### src/rtl/uart_pkg.sv
// Shared UART definitions: receiver state encoding, widths and baud helpers.
package uart_pkg;

    localparam int DATA_BITS  = 8;
    localparam int BAUD_CNT_W = 16;

    typedef enum logic [2:0] {
        IDLE,
        START,
        DATA,
        PARITY,
        STOP
    } uart_state_e;

    // Clock cycles from start-edge detect to the middle of the start bit.
    function automatic int unsigned half_of(input int unsigned div);
        return div / 2;
    endfunction

endpackage

### src/rtl/uart_baud_cnt.sv
// Down-counting baud timer; tick marks the cycle the count reads zero.
module uart_baud_cnt
    import uart_pkg::*;
(
    input  logic                  clk,
    input  logic                  rst,
    input  logic                  load,
    input  logic [BAUD_CNT_W-1:0] load_val,
    output logic                  tick
);

    logic [BAUD_CNT_W-1:0] count_q;
    logic [BAUD_CNT_W-1:0] count_d;

    always_comb begin
        count_d = count_q - 1'b1;
        if (load) begin
            count_d = load_val;
        end
    end

    always_ff @(posedge clk) begin
        if (rst) begin
            count_q <= '0;
        end else begin
            count_q <= count_d;
        end
    end

    assign tick = (count_q == '0) && !load;

endmodule

### src/rtl/uart_rx.sv
// 8N1 serial receiver with frame-error reporting.
// Define UART_RX_PARITY_EN to receive 8E1 frames and report parity errors.
module uart_rx
    import uart_pkg::*;
#(
    parameter int unsigned DIV  = 434,
    parameter int unsigned HALF = half_of(DIV)
) (
    input  logic       clk,
    input  logic       rst,
    input  logic       rx,
    output logic [7:0] rx_data,
    output logic       rx_valid,
    output logic       frame_err,
    output logic       parity_err,
    output logic       busy
);

    logic                 rx_meta_q;
    logic                 rx_s_q;

    uart_state_e          state_q, state_d;
    logic [2:0]           bit_idx_q, bit_idx_d;
    logic [DATA_BITS-1:0] shift_q, shift_d;
    logic [DATA_BITS-1:0] data_q, data_d;
    logic                 valid_q, valid_d;
    logic                 ferr_q, ferr_d;
    logic                 perr_q, perr_d;
    logic                 busy_q, busy_d;
    logic                 reload_q, reload_d;
    logic                 par_flag_q, par_flag_d;

    logic                  start_load;
    logic                  baud_load;
    logic [BAUD_CNT_W-1:0] baud_load_val;
    logic                  tick;

    always_ff @(posedge clk) begin
        if (rst) begin
            rx_meta_q <= 1'b1;
            rx_s_q    <= 1'b1;
        end else begin
            rx_meta_q <= rx;
            rx_s_q    <= rx_meta_q;
        end
    end

    // The per-bit reload is applied the cycle after the sample so that load
    // never depends on tick; loading DIV-2 then keeps samples DIV cycles apart.
    assign baud_load     = start_load | reload_q;
    assign baud_load_val = reload_q ? BAUD_CNT_W'(DIV - 2) : BAUD_CNT_W'(HALF);

    uart_baud_cnt u_baud_cnt (
        .clk      (clk),
        .rst      (rst),
        .load     (baud_load),
        .load_val (baud_load_val),
        .tick     (tick)
    );

    always_comb begin
        state_d    = state_q;
        bit_idx_d  = bit_idx_q;
        shift_d    = shift_q;
        data_d     = data_q;
        par_flag_d = par_flag_q;
        valid_d    = 1'b0;
        ferr_d     = 1'b0;
        perr_d     = 1'b0;
        reload_d   = 1'b0;
        start_load = 1'b0;

        case (state_q)
            IDLE: begin
                if (!rx_s_q) begin
                    state_d    = START;
                    start_load = 1'b1;
                end
            end
            START: begin
                if (tick) begin
                    if (!rx_s_q) begin
                        state_d   = DATA;
                        bit_idx_d = '0;
                        reload_d  = 1'b1;
                    end else begin
                        state_d = IDLE;
                    end
                end
            end
            DATA: begin
                if (tick) begin
                    shift_d[bit_idx_q] = rx_s_q;
                    reload_d           = 1'b1;
                    if (bit_idx_q == 3'(DATA_BITS - 1)) begin
`ifdef UART_RX_PARITY_EN
                        state_d = PARITY;
`else
                        state_d = STOP;
`endif
                    end else begin
                        bit_idx_d = bit_idx_q + 1'b1;
                    end
                end
            end
            PARITY: begin
`ifdef UART_RX_PARITY_EN
                if (tick) begin
                    if ((^shift_q) ^ rx_s_q) begin
                        par_flag_d = 1'b1;
                    end
                    reload_d = 1'b1;
                    state_d  = STOP;
                end
`else
                state_d = IDLE;
`endif
            end
            STOP: begin
                if (tick) begin
                    state_d = IDLE;
                    if (!rx_s_q) begin
                        ferr_d = 1'b1;
                    end else if (par_flag_q) begin
                        perr_d = 1'b1;
                    end else begin
                        valid_d = 1'b1;
                        data_d  = shift_q;
                    end
                end
            end
            default: begin
                state_d = IDLE;
            end
        endcase

        if (state_d == IDLE) begin
            par_flag_d = 1'b0;
        end
        busy_d = (state_d != IDLE);
    end

    always_ff @(posedge clk) begin
        if (rst) begin
            state_q    <= IDLE;
            bit_idx_q  <= '0;
            shift_q    <= '0;
            data_q     <= '0;
            valid_q    <= 1'b0;
            ferr_q     <= 1'b0;
            perr_q     <= 1'b0;
            busy_q     <= 1'b0;
            reload_q   <= 1'b0;
            par_flag_q <= 1'b0;
        end else begin
            state_q    <= state_d;
            bit_idx_q  <= bit_idx_d;
            shift_q    <= shift_d;
            data_q     <= data_d;
            valid_q    <= valid_d;
            ferr_q     <= ferr_d;
            perr_q     <= perr_d;
            busy_q     <= busy_d;
            reload_q   <= reload_d;
            par_flag_q <= par_flag_d;
        end
    end

    assign rx_data    = data_q;
    assign rx_valid   = valid_q;
    assign frame_err  = ferr_q;
    assign busy       = busy_q;
`ifdef UART_RX_PARITY_EN
    assign parity_err = perr_q;
`else
    assign parity_err = 1'b0;
`endif

endmodule

### config.mk
export PLATFORM = sky130hd
export DESIGN_NAME = uart_rx
export DESIGN_NICKNAME = d
export VERILOG_FILES = /design/src/rtl/uart_pkg.sv /design/src/rtl/uart_baud_cnt.sv /design/src/rtl/uart_rx.sv
export SDC_FILE = /design/constraint.sdc
export NUM_CORES = 1
export LEC_CHECK = 0
export ABC_CLOCK_PERIOD_IN_PS = 3600
export BUFFER_PORTS_ARGS = -buffer_cell sky130_fd_sc_hd__buf_2
export CORE_MARGIN = 2
export CORE_UTILIZATION = 34
export DETAILED_ROUTE_END_ITERATION = 12
export GPL_TIMING_DRIVEN = 0
export PLACE_DENSITY = 0.5
export SLEW_MARGIN = 15
export SYNTH_ARGS = -nofsm -noshare
export SYNTH_HDL_FRONTEND = slang
export SYNTH_HIERARCHICAL = 1
export SYNTH_SLANG_ARGS = --single-unit
### constraint.sdc
create_clock -name clk -period 3.6 [get_ports clk]
set_input_delay 0.18 -clock clk [delete_from_list [all_inputs] [get_ports clk]]
set_output_delay 0.18 -clock clk [all_outputs]
set_load 0.005 [all_outputs]
* Yosys cells after proc, flatten, opt, wreduce, memory -nomap -nowiden
Cells that the tools add are included.
** Cells by class
- Add/subtract/negate cells :: 2
- Multiply operators :: 0
- Div/mod/pow operators :: 0
- Magnitude comparators :: 2
- Equal/unequal tests :: 8
- Shift-type cells :: 0
- Mux-type cells :: 22
- Bitwise gates (word level) :: 4
- Reductions and logical operators :: 12
** Operators with widths (number)
- two-way mux 3 bit :: 9
- zero test 16 bit :: 1
- two-way mux 16 bit :: 1
- subtractor 16 x 1 -> 16 bit (second input constant) :: 1
- case mux 3 bit (4 select lines) :: 1
- two-way mux 9 bit :: 1
- bitwise mux 8 bit :: 1
- != test 2 bit (second input constant) :: 4
- equality test 3 bit (second input constant) :: 2
- case mux 3 bit (2 select lines) :: 1
- two-way mux 1 bit :: 5
- AND reduction 5 bit :: 1
- < comparator 3 x 4 -> 1 bit (second input constant) :: 1
- OR reduction 4 bit :: 1
- adder 3 x 1 -> 3 bit (second input constant) :: 1
- demux 1 bit (select 3 bit) :: 1
- equality test 3 x 1 -> 1 bit (second input constant) :: 1
- equality test 3 x 2 -> 1 bit (second input constant) :: 1
- greater-or-equal comparator 3 x 1 -> 1 bit (second input constant) :: 1
- zero test 3 bit :: 1
- inverter 1 bit :: 3
- AND reduction 3 bit :: 1
- nonzero test 3 bit :: 1
- logical AND 1 bit :: 2
- 7 further kinds :: 7
** Storage, ports and cells
- Register bits :: 44
- Latch bits :: 0
- Bits in writable memories :: 0
- Bits in read-only memories :: 0
- Input bits :: 3
- Output and inout port bits :: 12
- Logic and storage cells :: 61
- Memories :: 0

* Depth between registers and ports, before layout
Gate-level depths: netlist (run 1).
- Depth in word-level cells :: 8
- Gate-level depth with buffers :: 10

* Hierarchy
Netlist (run 1), hierarchy kept.
** Modules (own cells, without submodules)
- uart_rx :: times used 1, cells each 124, area each 1204.9 um^2, seq. area each 560.5 um^2
- uart_baud_cnt :: times used 1, cells each 98, area each 849.6 um^2, seq. area each 320.3 um^2

* Worst setup path before layout (run 1)
Ideal clock, no wire load.
- Kind :: reg-to-reg
- From :: register u_baud_cnt.count_q[4]
- To :: register shift_q[4]
- Setup time :: 0.128 ns
- Arrival time :: 2.552 ns
- Required time :: 3.472 ns
- Slack :: 0.921 ns
- Cell stages (with the launch flop) :: 9
- Path through :: dfxtp_1 -> nor4_4 -> nand2_1 -> or2_1 -> nor4_1 -> nand4bb_1 -> nor4b_1 -> mux2i_1 -> nor2_1
** Between the ends
- Cells in the longest elaborated chain, start to end :: 3
** Ends and longest elaborated chain
- from (decl) :: line uart_baud_cnt.sv:12 : logic [BAUD_CNT_W-1:0] count_q;
- from (signal assigned) :: line uart_baud_cnt.sv:26 : count_q <= count_d;
- zero test 16 bit :: line uart_baud_cnt.sv:30 : assign tick = (count_q == '0) && !load;
- logical AND 1 bit :: line uart_baud_cnt.sv:30
- named net tick :: line uart_rx.sv:36 : logic tick;
- AND reduction 2 bit (no source line)
- to (signal assigned) :: line uart_rx.sv:158 : shift_q <= shift_d;
- to (decl) :: line uart_rx.sv:24 : logic [DATA_BITS-1:0] shift_q, shift_d;
The timed path passes the listed nets, and every way through them passes these cells.
A chain may end at the register's enable or synchronous reset.

* Final worst setup path (run 1)
- From :: register u_baud_cnt.count_q[4]
- To :: register data_q[3] (netlist: rx_data[3])
** Between the ends
- Cells in the longest elaborated chain, start to end :: 3
** Ends and longest elaborated chain
- zero test 16 bit :: line uart_baud_cnt.sv:30
- logical AND 1 bit :: line uart_baud_cnt.sv:30
- named net tick :: line uart_rx.sv:36
- AND reduction 3 bit (no source line)
- to (signal assigned) :: line uart_rx.sv:159 : data_q <= data_d;
- to (decl) :: line uart_rx.sv:25 : logic [DATA_BITS-1:0] data_q, data_d;
The timed path passes the listed nets, and every way through them passes these cells.

==> flow_metrics.env, run 1 <==
export IMPL_status="completed"
export IMPL_path_clk_slew_ns=0.09
export IMPL_r2r_end="rx_data[3]"
export IMPL_ys_warn_count=6
export IMPL_ant_nets=0
export IMPL_areaGrowthSynthToFinish_pct=14.4
export IMPL_p_leak_nw=0.961
export IMPL_fin_setup_tns_ns=0
export IMPL_cts_setup_buffers=0
export IMPL_grtUsageMet1=0.175
export IMPL_avgSynthCellArea_um2=9.25
export IMPL_diodes=0
export IMPL_holdBufCountCts=0
export IMPL_yosys_most_used_dff="dfxtp_1"
export IMPL_place_gp_congestion=0.757
export IMPL_die_area_mm2=0.00668
export IMPL_synthArstFlopShare=0
export IMPL_crit_slowest_cell="nand4_1"
export IMPL_cp_cell_sequence="nor4_4, nand2_1, or2_1, nor4_2, nand4_1, mux2i_1, nor2_1"
export IMPL_r2r_slack_ns=0.52
export IMPL_tightest_slew_ns=0.723
export IMPL_grt_pass1_vias=1498
export IMPL_routedWlPerCell_um=13.0
export IMPL_dr_total_vias=1602
export IMPL_syn_area_mm2=0.00205
export IMPL_rsz0062_at_grt="no"
export IMPL_worstRegToRegCells=7
export IMPL_required_ns=3.79
export IMPL_dr_pass1_iters=4
export IMPL_drt_iter0_markers=35
export IMPL_row_count=28
export IMPL_cts_buffers=5
export IMPL_crit_buf_inv=0
export IMPL_synth_top_area_share=0.429
export IMPL_r2r_start="u_baud_cnt/count_q[4]"
export IMPL_fin_worst_skew_ns=0.00552
export IMPL_p_switching_mw=0.359
export IMPL_setup_worst_path_start_class="register"
export IMPL_fin_crit_ns=3.08
export IMPL_nNetsFinal=258
export IMPL_clock_latency_ns=0.30
export IMPL_overflow=0
export IMPL_routed_wirelength_um=4250
export IMPL_cp_max_fo=8
export IMPL_min_path_type="primary input to register"
export IMPL_hpwl_um=2890
export IMPL_syn_inst=222
export IMPL_use_met2=0.223
export IMPL_core_area_mm2=0.00589
export IMPL_yosysSeqAreaShare=0.429
export IMPL_relSlewSlack=0.514
export IMPL_grt_max_degree=16
export IMPL_die_height_um=81.7
export IMPL_swShare=0.318
export IMPL_powerDensity_mw_per_mm2=481
export IMPL_crit_type="register to register"
export IMPL_die_width_um=81.7
export IMPL_hold_start="rx"
export IMPL_viasPerCell=4.88
export IMPL_clock_fmax_mhz=324
export IMPL_io_pins=15
export IMPL_whs_path_depth=2
export IMPL_cts_num_sinks=44
export IMPL_hold_viol=0
export IMPL_internal_power_mw=0.771
export IMPL_start_util=0.349
export IMPL_crit_path_max_incr_delay_ns=0.65
export IMPL_grt_pass1_wl_um=7070
export IMPL_timing_hold_ws_ns=0.0502
export IMPL_cts_tree="done"
export IMPL_synth_most_common_cell="dfxtp_1"
export IMPL_synth_area_leader_cell="dfxtp_1"
export IMPL_ctsHtreeMaxLevel=2
export IMPL_critPathTopFamily="simple AND/OR/NAND/NOR gates"
export IMPL_use_met3=0.0330
export IMPL_cts_resized=0
export IMPL_drv_slew=0
export IMPL_ys_ff_latch=44
export IMPL_drive_gt1_frac=0.142
export IMPL_power_share_clock=0.286
export IMPL_min_period_over_period=0.857
export IMPL_max_cap_viol_count=0
export IMPL_hold_end="rx_meta_q"
export IMPL_synth_edf_count=0
export IMPL_crit_arrival_ns=3.27
export IMPL_cts_buffer_depth=2
export IMPL_seq_power_share=0.514
export IMPL_ys_top_cells_by_count="dfxtp_1, nor2_1, mux2i_1"
export IMPL_io_buffers=13
export IMPL_setup_viol=0
export IMPL_grt_busiest_layer="met2"
export IMPL_vdd_ir_drop_max_mv=0.200
export IMPL_end_kind="register"
export IMPL_route_detailed_drc=0
export IMPL_track_usage=0.137
export IMPL_yosysUniqueCellTypes=46
export IMPL_synth_area_leaders="dfxtp_1, mux2i_1, nor2_1"
export IMPL_p_comb_frac=0.200
export IMPL_antenna_found_initial=0
export IMPL_root_buffer="clkbuf_8"
==> worst max-delay path by stage <==
stage,start,to,slack (ns),depth (start not counted)
global placement,u_baud_cnt/count_q[4],rx_data[1],0.18,7
CTS,u_baud_cnt/count_q[4],rx_data[3],0.07,7
finish,u_baud_cnt/count_q[4],rx_data[3],0.52,7
detailed placement,u_baud_cnt/count_q[4],rx_data[3],0.12,7
floorplan,u_baud_cnt/count_q[4],shift_q[4],0.92,8
global route,u_baud_cnt/count_q[4],rx_data[3],0.27,7
==> layout make-up <==
cell class                 instances  area, µm²
timing repair buffer              13       65.1
tap                               75       93.8
multi-input combinational        167       1130
clock inverter                     3       23.8
inverter                           6       22.5
clock buffer                       5       68.8
buffer                            15       66.3
sequential                        44        881
fill                             608       3540
==> cell families (layout without fill, tap and decap cells) <==
group	after synthesis	after routing	synth area share
flip-flops	44	44	0.429
buffers and inverters	21	42	0.0432
AND/OR/NAND/NOR	96	96	0.265
XOR/XNOR	10	10	0.0426
AO/OA/AOI/OAI	27	27	0.106
adder cells (fa/ha/maj)	3	3	0.0183
multiplexers	19	19	0.0926
other	2	12	0.00366
==> layout by cell type (no fill, tap or decap), types with 2 or more instances in the layout <==
cell type   netlist  routed
or4_1             2       2
nor4b_1           4       4
nand2b_1          5       5
and2_1            2       2
conb_1            2      12
ha_1              3       3
a21oi_1           7       7
buf_2             2      15
nor4_4            2       2
buf_4             2       2
nand3_1           5       5
dfxtp_1          44      44
xor2_1            7       7
nor4_1            3       2
nand4b_1          2       2
clkbuf_1         11      11
inv_1             6       6
xnor2_1           3       3
clkinvlp_4        0       2
clkbuf_8          0       5
nor2b_1           2       2
a311oi_1          2       2
nor2_1           40      40
or2_2             2       2
a211oi_1          7       7
mux2i_1          19      19
nand4_1           3       3
o41ai_1           2       2
nand2_1           8       8
nor3_1            6       6
nor3b_1           2       2
==> per-layer routing <==
metal  part of all wire  vias up
met4              0.014        0
met5                  0        -
met2               0.47       24
met3              0.033        5
met1               0.48      746
li1                   -      827
==> power by group through the flow <==
stage	registers [mW]	logic (mW)	clock network (mW)
after floorplan	0.579	0.187	0
after global placement	0.591	0.223	0
after detailed placement	0.591	0.224	0
after CTS	0.580	0.226	0.336
after global routing	0.588	0.257	0.354
final	0.581	0.226	0.324
==> stage by stage <==
step,power [mW],setup slack (ns),cell area (µm²),instances,utilization
finish,1.13,0.516,2350,328,0.399
floorplan,0.767,0.921,2090,232,-
CTS,1.14,0.0661,2340,328,0.398
global placement,0.814,0.179,2250,320,0.382
detailed placement,0.815,0.120,2250,320,0.382
global route,1.20,0.269,2350,328,0.399
==> state kept, by name, indices dropped and copies added (netlist names), 3 cells and up <==
name                cells
state_q                 3
bit_idx_q               3
u_baud_cnt/count_q     16
rx_data                 8
shift_q                 8
Note: power is estimated with default switching activity, not from simulation.
==> run 2: changes to the inputs <==
- GPL_TIMING_DRIVEN: 0 -> 1
==> flow_metrics.env, run 2 (synthesis results as in run 1) <==
export IMPL_nNetsFinal=246
export IMPL_end_kind="register"
export IMPL_layout_commonest_cell="dfxtp_1"
export IMPL_root_buffer="clkbuf_8"
export IMPL_fin_setup_tns_ns=0
export IMPL_place_gp_congestion=0.775
export IMPL_r2r_slack_ns=0.97
export IMPL_hold_start="rx"
export IMPL_max_cap_viol_count=0
export IMPL_io_pins=15
export IMPL_io_buffers=13
export IMPL_routed_wirelength_um=3810
export IMPL_crit_path_max_incr_delay_ns=0.44
export IMPL_hpwl_um=2600
export IMPL_hold_viol=0
export IMPL_row_count=28
export IMPL_core_area_mm2=0.00589
export IMPL_route_detailed_drc=0
export IMPL_tightest_slew_ns=0.769
export IMPL_p_comb_frac=0.186
export IMPL_grt_pass1_wl_um=6650
export IMPL_setup_worst_path_start_class="register"
export IMPL_clock_fmax_mhz=380
export IMPL_track_usage=0.129
export IMPL_final_cell_mix="dfxtp_1, nor2_1, mux2i_1, buf_2, conb_1"
export IMPL_start_util=0.349
export IMPL_power_share_clock=0.321
export IMPL_grt_pass1_vias=1481
export IMPL_min_period_over_period=0.732
export IMPL_dr_total_vias=1540
export IMPL_fin_worst_skew_ns=0.00978
export IMPL_cts_num_sinks=44
export IMPL_cp_max_fo=8
export IMPL_r2r_start="u_baud_cnt/count_q[4]"
export IMPL_ant_nets=0
export IMPL_die_height_um=81.7
export IMPL_cts_resized=0
export IMPL_clock_latency_ns=0.30
export IMPL_holdBufCountCts=0
export IMPL_dr_pass1_iters=4
export IMPL_crit_type="register to register"
export IMPL_crit_arrival_ns=2.80
export IMPL_ctsHtreeMaxLevel=2
export IMPL_drv_slew=0
export IMPL_powerDensity_mw_per_mm2=508
export IMPL_areaGrowthSynthToFinish_pct=12.9
export IMPL_internal_power_mw=0.838
export IMPL_relSlewSlack=0.487
export IMPL_final_cells=316
export IMPL_routedWlPerCell_um=12.1
export IMPL_cts_tree="done"
export IMPL_whs_path_depth=2
export IMPL_r2r_end="shift_q[4]"
export IMPL_cts_buffer_depth=2
export IMPL_crit_slowest_cell="nor4_4"
export IMPL_cp_cell_sequence="nor4_4, nand2_1, or2_1, nor4_1, buf_4, nand4bb_1, nor4b_1, mux2i_1, nor2_1"
export IMPL_drive_gt1_frac=0.141
export IMPL_p_switching_mw=0.339
export IMPL_largest_reg_flops=16
export IMPL_required_ns=3.76
export IMPL_die_width_um=81.7
export IMPL_p_leak_nw=0.954
export IMPL_min_path_type="primary input to register"
export IMPL_cts_setup_buffers=0
export IMPL_rsz0062_at_grt="no"
export IMPL_path_clk_slew_ns=0.09
export IMPL_hold_end="rx_meta_q"
export IMPL_overflow=0
export IMPL_critPathTopFamily="simple AND/OR/NAND/NOR gates"
export IMPL_die_area_mm2=0.00668
export IMPL_drt_iter0_markers=61
export IMPL_seq_power_share=0.493
export IMPL_status="completed"
export IMPL_ff_latch_area_um2=881
export IMPL_fill_cells=596
export IMPL_fin_crit_ns=2.63
export IMPL_grt_max_degree=43
export IMPL_vdd_ir_drop_max_mv=0.178
export IMPL_swShare=0.288
export IMPL_multi_input_area_mm2=0.00112
export IMPL_final_util=0.394
export IMPL_crit_buf_inv=1
export IMPL_antenna_found_initial=0
export IMPL_diodes=0
export IMPL_viasPerCell=4.87
export IMPL_worstRegToRegCells=9
export IMPL_cts_buffers=5
export IMPL_top_register="u_baud_cnt/count_q"
export IMPL_dp_cells=308
export IMPL_setup_viol=0
## run 2: how the worst max path moves through the flow
| stage | to | start | slack [ns] | cells after the start |
|---|---|---|---|---|
| floorplan | shift_q[4] | u_baud_cnt/count_q[4] | 0.92 | 8 |
| global placement | shift_q[4] | u_baud_cnt/count_q[4] | 1.01 | 9 |
| detailed placement | shift_q[4] | u_baud_cnt/count_q[4] | 0.99 | 9 |
| CTS | shift_q[4] | u_baud_cnt/count_q[4] | 0.97 | 9 |
| global route | shift_q[4] | u_baud_cnt/count_q[0] | 0.70 | 11 |
| finish | shift_q[4] | u_baud_cnt/count_q[4] | 0.97 | 9 |
## run 2: routing by layer
layer,up-vias,track usage,part of all wire
met5,-,0,0
met4,0,0.0633,0.021
met3,7,0.0308,0.035
met2,22,0.211,0.47
met1,708,0.157,0.47
li1,803,-,-
## run 2: power by group through the flow
stage | sequential [mW] | combinational, mW | clock (mW)
after global placement | 0.594 | 0.219 | 0
after floorplan | 0.579 | 0.187 | 0
after CTS | 0.581 | 0.221 | 0.393
after detailed placement | 0.593 | 0.218 | 0
after global routing | 0.588 | 0.248 | 0.413
final | 0.580 | 0.219 | 0.378
## run 2: area by class of cell
type | instances | area share
multi-input cells | 167 | 0.484
flip-flops and latches | 44 | 0.380
well taps | 75 | 0.0405
repair buffers | 16 | 0.0378
clock buffers | 5 | 0.0297
clock inverters | 3 | 0.0183
inverters | 6 | 0.00971
## run 2: metrics by stage
step	hold slack [ns]	setup WS [ns]	area (µm²)	total power, mW
floorplan	0.252	0.921	2090	0.767
global placement	0.364	1.01	2210	0.813
detailed placement	0.365	0.986	2210	0.811
CTS	0.0445	0.969	2320	1.19
global route	0.0381	0.702	2320	1.25
finish	0.0530	0.966	2320	1.18
==> run 3: changes to the inputs <==
- ABC_CLOCK_PERIOD_IN_PS: 3600 -> 2200
- PLACE_DENSITY: 0.5 -> 0.52
- clock period: 3.6 -> 2.2 ns (I/O delays scaled with it)
==> flow_metrics.env, run 3 (synthesis results as in run 1) <==
export IMPL_fin_crit_ns=2.17
export IMPL_route_detailed_drc=0
export IMPL_crit_type="register to register"
export IMPL_status="completed"
export IMPL_nNetsFinal=274
export IMPL_seq_power_share=0.444
export IMPL_io_buffers=13
export IMPL_swShare=0.283
export IMPL_rsz0062_at_grt="yes"
export IMPL_grt_max_degree=29
export IMPL_io_pins=15
export IMPL_cts_tree="done"
export IMPL_cts_num_sinks=44
export IMPL_row_count=28
export IMPL_hold_viol=0
export IMPL_min_period_over_period=0.987
export IMPL_internal_power_mw=1.50
export IMPL_areaGrowthSynthToFinish_pct=29.0
export IMPL_cts_buffer_depth=2
export IMPL_wl_met3_um=119
export IMPL_core_area_mm2=0.00589
export IMPL_max_cap_viol_count=0
export IMPL_largest_reg_flops=16
export IMPL_required_ns=2.37
export IMPL_clock_latency_ns=0.29
export IMPL_die_width_um=81.7
export IMPL_final_cell_mix="dfxtp_1, nor2_1, buf_4, mux2i_1, buf_2"
export IMPL_setup_worst_path_start_class="register"
export IMPL_ctsHtreeMaxLevel=2
export IMPL_routedWlPerCell_um=12.1
export IMPL_wl_met2_um=1960
export IMPL_dr_pass1_iters=4
export IMPL_routed_wirelength_um=4150
export IMPL_root_buffer="clkbuf_8"
export IMPL_wl_met1_um=2040
export IMPL_p_leak_nw=1.11
export IMPL_die_height_um=81.7
export IMPL_min_path_type="primary input to register"
export IMPL_crit_buf_inv=2
export IMPL_cp_max_fo=7
export IMPL_end_kind="register"
export IMPL_crit_path_max_incr_delay_ns=0.32
export IMPL_post_place_ws_ns=-0.0966
export IMPL_final_util=0.450
export IMPL_place_gp_congestion=0.776
export IMPL_p_switching_mw=0.593
export IMPL_start_util=0.349
export IMPL_diodes=0
export IMPL_grt_pass1_wl_um=7260
export IMPL_crit_slowest_cell="dfxtp_1"
export IMPL_tightest_slew_ns=0.700
export IMPL_power_share_clock=0.291
export IMPL_critPathTopFamily="simple AND/OR/NAND/NOR gates"
export IMPL_viasPerCell=4.77
export IMPL_antenna_found_initial=0
export IMPL_overflow=0
export IMPL_layout_commonest_cell="dfxtp_1"
export IMPL_p_comb_frac=0.265
export IMPL_drv_slew=0
export IMPL_hpwl_um=2910
export IMPL_setup_viol=0
export IMPL_cts_buffers=5
export IMPL_crit_arrival_ns=2.34
export IMPL_powerDensity_mw_per_mm2=789
export IMPL_dr_total_vias=1640
export IMPL_drt_iter0_markers=66
export IMPL_clock_fmax_mhz=460
export IMPL_track_usage=0.141
export IMPL_relSlewSlack=0.533
export IMPL_top_register="u_baud_cnt/count_q"
export IMPL_grt_pass1_vias=1548
export IMPL_cp_cell_sequence="inv_1, ha_2, nor2b_4, nand2_2, or2_4, nor4_4, buf_6, nand4bb_4, nor4b_4, mux2i_1, nor2_1"
export IMPL_fin_worst_skew_ns=0.00802
export IMPL_drive_gt1_frac=0.279
export IMPL_ant_nets=0
export IMPL_path_clk_slew_ns=0.09
export IMPL_setup_slack_ns=0.0282
export IMPL_vdd_ir_drop_max_mv=0.309
export IMPL_die_area_mm2=0.00668
export IMPL_highest_layer="met4"
-- run 3: cell types whose count changed in the layout (fill, tap and decap cells not counted), moves of 2 or more --
cell / delta
buf_4: +24
buf_6: +3
dfxtp_1: -2
dfxtp_2: +2
nor4_1: -2
nor4b_1: -2
nor4b_4: +2
-- run 3: final timing paths --
kind | startpoint | endpoint | slack (ns) | depth (start not counted)
worst max-delay path | u_baud_cnt/count_q[0] | shift_q[1] | 0.03 | 11
worst min-delay path | rst | rx_data[4] | 0.28 | 2
worst max register to register | u_baud_cnt/count_q[0] | shift_q[1] | 0.03 | 11
worst min register to register | rx_meta_q | rx_s_q | 0.42 | 1
-- run 3: area by class of cell --
type	count	area (µm²)
timing repair buffer	44	312
sequential	44	883
inverter	6	22.5
tap	75	93.8
clock inverter	3	42.5
clock buffer	5	68.8
fill	595	3230
multi-input combinational	167	1230
-- run 3: through the flow --
stage	area [µm²]	total power, mW	cells	TNS (ns)	hold WS (ns)
after CTS	2590	2.10	342	-0.0123	0.278
after global placement	2430	1.47	333	-0.112	0.298
after detailed placement	2430	1.47	333	-0.279	0.300
after global routing	2650	2.22	344	-1.33	0.303
final	2650	2.09	344	0	0.284
after floorplan	2120	1.26	232	-0.743	0.182
-- run 3: power by group through the flow --
stage	Combinational (mW)	Sequential, mW	Clock (mW)
after floorplan	0.311	0.952	0
after global placement	0.524	0.944	0
after detailed placement	0.525	0.944	0
after CTS	0.540	0.929	0.636
after global routing	0.612	0.939	0.673
final	0.555	0.929	0.609
-- run 3: timing repair --
item,CTS,global route
buffers inserted,0,2
pin swaps,4,5
endpoints found under the setup margin,5,21
gates resized for setup,8,9
hold buffers,1,0
hold endpoints to repair,1,0
-- run 3: routing by layer --
metal	vias up	global-route usage
li1	855	-
met2	19	0.221
met1	762	0.187
met5	-	0
met4	0	0.0450
met3	4	0.0396
-- run 3: worst reg2reg max path, delay by kind of cell, from the launching register on --
family	cells	cell delay [ns]
adders and majority gates	1	0.18
buffers and inverters	2	0.21
DFF	1	0.32
muxes	1	0.21
and+or+nand+nor	7	1.14
